--- config.mk ---
export PLATFORM = sky130hd
export DESIGN_NAME = uart_tx_framer
export DESIGN_NICKNAME = d
export VERILOG_FILES = /design/src/rtl/uart_tx_framer.sv
export SDC_FILE = /design/constraint.sdc
export NUM_CORES = 1
export LEC_CHECK = 0
export ABC_CLOCK_PERIOD_IN_PS = 4200
export BUFFER_PORTS_ARGS = -buffer_cell sky130_fd_sc_hd__buf_2
export CAP_MARGIN = 15
export CORE_ASPECT_RATIO = 1.2
export CORE_MARGIN = 4
export CORE_UTILIZATION = 40
export DETAILED_ROUTE_END_ITERATION = 7
export HOLD_SLACK_MARGIN = 0.03
export PLACE_DENSITY = 0.58
export RECOVER_POWER = 100
export SLEW_MARGIN = 10
export SYNTH_ARGS = -nofsm -noshare
export SYNTH_HDL_FRONTEND = slang
export SYNTH_SLANG_ARGS = --single-unit
--- constraint.sdc ---
create_clock -name clk -period 4.2 [get_ports clk]
set_clock_uncertainty 0.2 [all_clocks]
set_input_delay 0.63 -clock clk [delete_from_list [all_inputs] [get_ports clk]]
set_output_delay 0.63 -clock clk [all_outputs]
set_load 0.05 [all_outputs]
--- src/rtl/uart_tx_framer.sv ---
// UART transmit framer: serialises start, DATA_W data bits (LSB first), optional
// parity and STOP_BITS stop bits onto tx, each bit lasting a latched baud divisor.
//
// state  | meaning
// IDLE   | line high, tx_rdy=1, waiting for load
// START  | start bit (tx=0)
// DATA   | data bits, LSB first, bit_cnt tracks position
// PARITY | parity bit (only when latched parity_en=1)
// STOP   | stop bit(s), tx=1, stop_cnt tracks remaining
module uart_tx_framer #(
    parameter int DATA_W    = 8,
    parameter int STOP_BITS = 1,
    parameter int DIV_W     = 16
) (
    input  logic              clk,
    input  logic              reset_n,
    input  logic              load,
    input  logic [DATA_W-1:0] load_data,
    input  logic              parity_en,
    input  logic              odd_n_even,
    input  logic [DIV_W-1:0]  baud_div,
    output logic              tx,
    output logic              tx_rdy,
    output logic              tx_done
);

    localparam int BCW = (DATA_W > 1) ? $clog2(DATA_W) : 1;

    typedef enum logic [2:0] {IDLE, START, DATA, PARITY, STOP} state_t;

    state_t            state;
    logic [DATA_W-1:0] shreg;
    logic              par_en_q;
    logic              par_q;
    logic [DIV_W-1:0]  div_q;
    logic [DIV_W-1:0]  baud_cnt;
    logic [BCW-1:0]    bit_cnt;
    logic              stop_cnt;
    logic [DIV_W-1:0]  div_in;
    logic              bit_end;

    assign div_in  = (baud_div == '0) ? DIV_W'(1) : baud_div;
    assign bit_end = (baud_cnt == '0);

    always_ff @(posedge clk or negedge reset_n) begin
        if (!reset_n) begin
            state    <= IDLE;
            shreg    <= '0;
            par_en_q <= 1'b0;
            par_q    <= 1'b0;
            div_q    <= '0;
            baud_cnt <= '0;
            bit_cnt  <= '0;
            stop_cnt <= 1'b0;
            tx       <= 1'b1;
            tx_rdy   <= 1'b1;
            tx_done  <= 1'b0;
        end else begin
            tx_done <= 1'b0;
            // Baud down-counter reloads at every bit boundary while framing.
            if (state != IDLE)
                baud_cnt <= bit_end ? (div_q - DIV_W'(1)) : (baud_cnt - DIV_W'(1));

            case (state)
                IDLE: begin
                    if (load) begin
                        shreg    <= load_data;
                        par_en_q <= parity_en;
                        par_q    <= (^load_data) ^ odd_n_even;
                        div_q    <= div_in;
                        baud_cnt <= div_in - DIV_W'(1);
                        tx       <= 1'b0;
                        tx_rdy   <= 1'b0;
                        state    <= START;
                    end
                end
                START: begin
                    if (bit_end) begin
                        tx      <= shreg[0];
                        shreg   <= shreg >> 1;
                        bit_cnt <= '0;
                        state   <= DATA;
                    end
                end
                DATA: begin
                    if (bit_end) begin
                        if (bit_cnt == BCW'(DATA_W - 1)) begin
                            if (par_en_q) begin
                                tx    <= par_q;
                                state <= PARITY;
                            end else begin
                                tx       <= 1'b1;
                                stop_cnt <= 1'(STOP_BITS - 1);
                                state    <= STOP;
                            end
                        end else begin
                            tx      <= shreg[0];
                            shreg   <= shreg >> 1;
                            bit_cnt <= bit_cnt + BCW'(1);
                        end
                    end
                end
                PARITY: begin
                    if (bit_end) begin
                        tx       <= 1'b1;
                        stop_cnt <= 1'(STOP_BITS - 1);
                        state    <= STOP;
                    end
                end
                STOP: begin
                    if (bit_end) begin
                        if (stop_cnt == 1'b0) begin
                            tx      <= 1'b1;
                            tx_rdy  <= 1'b1;
                            tx_done <= 1'b1;
                            state   <= IDLE;
                        end else begin
                            stop_cnt <= 1'b0;
                        end
                    end
                end
                default: state <= IDLE;
            endcase
        end
    end

endmodule

# == Word level (Yosys, flattened, before mapping) ==
# Index checks and enable logic that the tools add are counted.
# op_classes
addsub,4
eq_ne,15
reduce_logical,18
bitwise,1
multipliers,0
shifts,0
muxes,41
order_cmp,0
div_mod_pow,0
# ops
operator,count
two-way mux 16 bit,5
subtractor 16 x 1 -> 16 bit (second input constant),3
two-way mux 3 bit,11
logical NOT 16 bit,2
two-way mux 8 bit,4
one-hot mux 8 bit (3 select lines),1
inequality test 2 bit (second input constant),9
two-way mux 1 bit,15
one-hot mux 3 bit (5 select lines),1
AND reduction 7 bit,2
AND reduction 5 bit,2
AND reduction 4 bit,2
parity 8 bit,1
equality test 3 x 2 -> 1 bit (second input constant),2
equality test 3 bit (second input constant),2
one-hot mux 3 bit (2 select lines),1
nonzero test 2 bit,3
nonzero test 3 bit,2
one-hot mux 1 bit (5 select lines),1
nonzero test 5 bit,1
one-hot mux 1 bit (2 select lines),2
adder 3 x 1 -> 3 bit (second input constant),1
equality test 3 x 1 -> 1 bit (second input constant),1
logical NOT 3 bit,1
other kinds (4),4
# totals
elab_cells,90
romBits,0
mem_count,0
mem_bits_rw,0
latchBits,0
register_bits,52
out_inout_bits,3
inputBits,29

# == Depth between registers and ports, before layout ==
# logic_depth
ltp_word,5
mapped_depth,11
depth_no_buf,10

# == Worst setup path before layout ==
# OpenSTA, ideal clock, no wires.
# synth_path
path_type,in2reg
from,input port baud_div[12]
to,register baud_cnt[14]
path_stages,10
path_slack_ns,0.965
n_path_buf,0
setup_time_ns,0.120
required_ns,3.880
arrival_time_ns,2.915
path_cell_list,or4_1 > or4b_2 > nor3_1 > nor2_1 > ha_1 > nand2_1 > nor4_1 > xnor2_1 > a21oi_1 > o211a_1
# synth_via
elab_chain_cells,5
# synth_rtl
item,line_no,source
start: declaration,21,"input logic [DIV_W-1:0] baud_div,"
logical NOT 16 bit,42,assign div_in = (baud_div == '0) ? DIV_W'(1) : baud_div;
two-way mux 16 bit *,42,
subtractor 16 x 1 -> 16 bit *,71,baud_cnt <= div_in - DIV_W'(1);
two-way mux 16 bit *,66,if (load) begin
two-way mux 16 bit *,64,case (state)
end signal: assignment,62,baud_cnt <= bit_end ? (div_q - DIV_W'(1)) : (baud_cnt - DIV_W'(1));
end signal: assignment,71,
end: declaration,36,logic [DIV_W-1:0] baud_cnt;
# Mark *: on every way between the ends. The rest lies on a longest branch, timed or not.
# A chain may end at the register's enable or synchronous reset.

# == Final worst setup path ==
# Ends and elaborated chain as after synthesis.

==> impl_metrics.toml <==
[status]
outcome = "finished, violations left"
violations = "max-capacitance violations, max-slew violations"

[cells_and_area]
diodes = 0
stdcell_area_um2 = 3600
layout_common_cells = "49 x dfrtp_1, 42 x a21oi_1, 35 x nor2_1, 31 x o21ai_0, 25 x buf_2"
areaGrowthSynthToFinish_pct = 9.34
utilization_pct = 44.7
drive_above_1_share_pct = 15.5
layout.nets = 425
final_common_cell = "dfrtp_1"

[sta]
hold_violations = 0
slew_viol_final = 31
final.setup.tns_ns = 0
max_slew_margin_pct = -9.36
max_freq_mhz = 296
finalCriticalPeriod_ns = 3.38
worst_pin_slew_ns = 1.64
setup_viol = 0
finalCritPeriodShare_pct = 80.5
grt_setup_unrepaired = "false"

[worst_setup_path]
reg2reg_depth = 9
crit_start = "baud_div[12]"
reg2reg_setup_slack_ns = 0.83
worstPathArrival_ns = 3.39
rr_endpoint = "baud_cnt[14]"
crit_fanout = 5
slowest_delay_ns = 0.76
timing.rr.start = "baud_cnt[9]"
cp_data_required_time_ns = 4.21
slowest_stage = "or4b_2"
path_class = "input port to flop"
path_cells = "clkbuf_1, or4_1, or4b_2, nor3_1, nor2_1, ha_1, nand2_1, nor4_1, xnor2_1, a21oi_1, o211a_1"
end_kind = "flop"
crit_path_start_kind = "input port"

[drt]
vias = 2834
wl_per_cell_um = 16.5
routed_wl_mm = 8.07
ant_nets = 0
drt_first_iter_violations = 130
drt-vias-per-instance = 5.81
drtPass1Iterations = 4
drc_errors = 0

[die]
rows = 36
initial_core_util_pct = 40.9
die_w_um = 90.9
core_area_um2 = 8060
die_h_um = 107
dieArea_um2 = 9760
ios = 32

[logic_synthesis]
synth_cell_types = 47
synthCells = 369
syn_avg_cell_area_um2 = 8.93
async_reset_ff_share_pct = 100
ys_warn_count = 0
yosysSeqAreaShare_pct = 38.8
synth.cell_area_um2 = 3300
synth_top_area_share_pct = 37.2
yosysTopAreaCell = "dfrtp_1"
synth_edf_count = 0
ys_seq_elements = 51
ys_top_cells_by_area = "dfrtp_1 37%, a21oi_1 6.4%, mux2_2 5.5%, o21ai_0 4.7%, xnor2_1 4.3%"
syn-num-nets = 402
synthFlopType = "dfrtp_1"

[clocking]
path_clk_slew_ns = 0.11
clk_path_buf_depth = 2
post_cts_buffers = 0
cts_made_buffers = 5
clk_latency_ns = 0.31
cts-root-buf = "clkbuf_8"
hold_buffers = 0
cts_resized = 0
h-tree-depth = 2
cts_sinks = 51
cts_tree = "built"

[min_path]
hold_class = "flop to flop"
hold_depth = 2
hold_start = "par_q"
holdPathEnd = "par_q"

[flow_run]
cap_violations = 1

[placement]
hpwlAfterDp_mm = 5.79
gp_congestion = 0.849
place_area_um2 = 3530
port_buffers = 31

[global_routing]
track_usage_pct = 17.0
grt_max_degree = 32
grt_pass1_wl_mm = 13.5
overflow = 0
antenna_found_initial = 0
first_global_vias = 2738

[power_and_ir_drop]
power_leakage_nw = 1.55
p_per_area_nw_per_um2 = 247
ir_drop_mv = 0.134
## metrics by stage
step,hold WS [ns],instances,power (mW),setup WS [ns]
after floorplan,0.134,369,0.555,0.965
after global placement,0.267,480,0.597,0.560
after detailed placement,0.273,480,0.598,0.545
after CTS,0.104,488,0.912,0.850
after global routing,0.336,488,0.942,0.602
final,0.289,488,0.892,0.818
## state kept, by name, indices dropped and copies added (netlist names)
register,count
state,3
div_q,16
baud_cnt,16
tx_rdy,1
par_en_q,1
bit_cnt,3
par_q,1
tx,1
shreg,8
tx_done,1
## cell families after synthesis
family | share of synthesized area [%]
DFF | 38.8
muxes | 9.11
AOI/OAI and AO/OA | 20.6
adders and majority gates | 1.52
buffers and inverters | 2.92
xor gates and xnor gates | 6.91
and+or+nand+nor | 20.1
## final cells by class
class	count	area (um^2)
Fill cell	805	4460
Multi-Input combinational cell	293	1920
Sequential cell	51	1280
Timing Repair Buffer	34	163
Tap cell	95	119
Clock buffer	5	68.8
Clock inverter	3	27.5
Inverter	7	26.3
## worst max-delay path, delay by kind of cell
family,cells,cell delay (ns)
simple gates,6,1.90
buf+inv,1,0.11
xor+xnor,1,0.13
compound gates,2,0.34
fa+ha+maj,1,0.27
## cell usage after synthesis (3+ instances only)
library cell and instances:
o22ai_1 4, ha_1 4, inv_1 7, o211ai_1 5, nor4_4 3, nor2_1 35
xor2_1 10, nand4_1 5, nor4_1 11, xnor2_1 16, nor3_1 13, clkbuf_1 15
a21o_1 8, a31oi_1 10, a211oi_1 3, or3_1 3, dfrtp_1 49, nand2b_1 5
or4_1 6, nand3_1 7, o21ai_0 31, mux2i_1 12, mux2_2 16, nand2_1 21
a21oi_1 42
## report_power, final
part	internal [mW]	switching (mW)	leakage [nW]	total, mW
logic	0.0350	0.0499	0.856	0.0850
registers	0.494	0.00684	0.646	0.501
clock network	0.124	0.181	0.0467	0.305
total	0.653	0.238	1.55	0.892
## per-layer routing
layer	GRT usage [%]	up-vias	wire length, um
met1	21.7	1352	3620
met5	0	-	0
met3	2.38	7	342
li1	-	1423	-
met4	4.96	0	91
met2	29.8	52	4020
## worst max-delay path by stage
stage / endpoint / slack, ns / cells after the start
after global routing: baud_cnt[14] / 0.60 / 9
after global placement: baud_cnt[14] / 0.56 / 11
after floorplan: baud_cnt[14] / 0.97 / 10
after detailed placement: baud_cnt[14] / 0.54 / 11
after CTS: baud_cnt[14] / 0.85 / 9
final: baud_cnt[14] / 0.82 / 11
No activity file was read; power rests on OpenSTA's default activity.
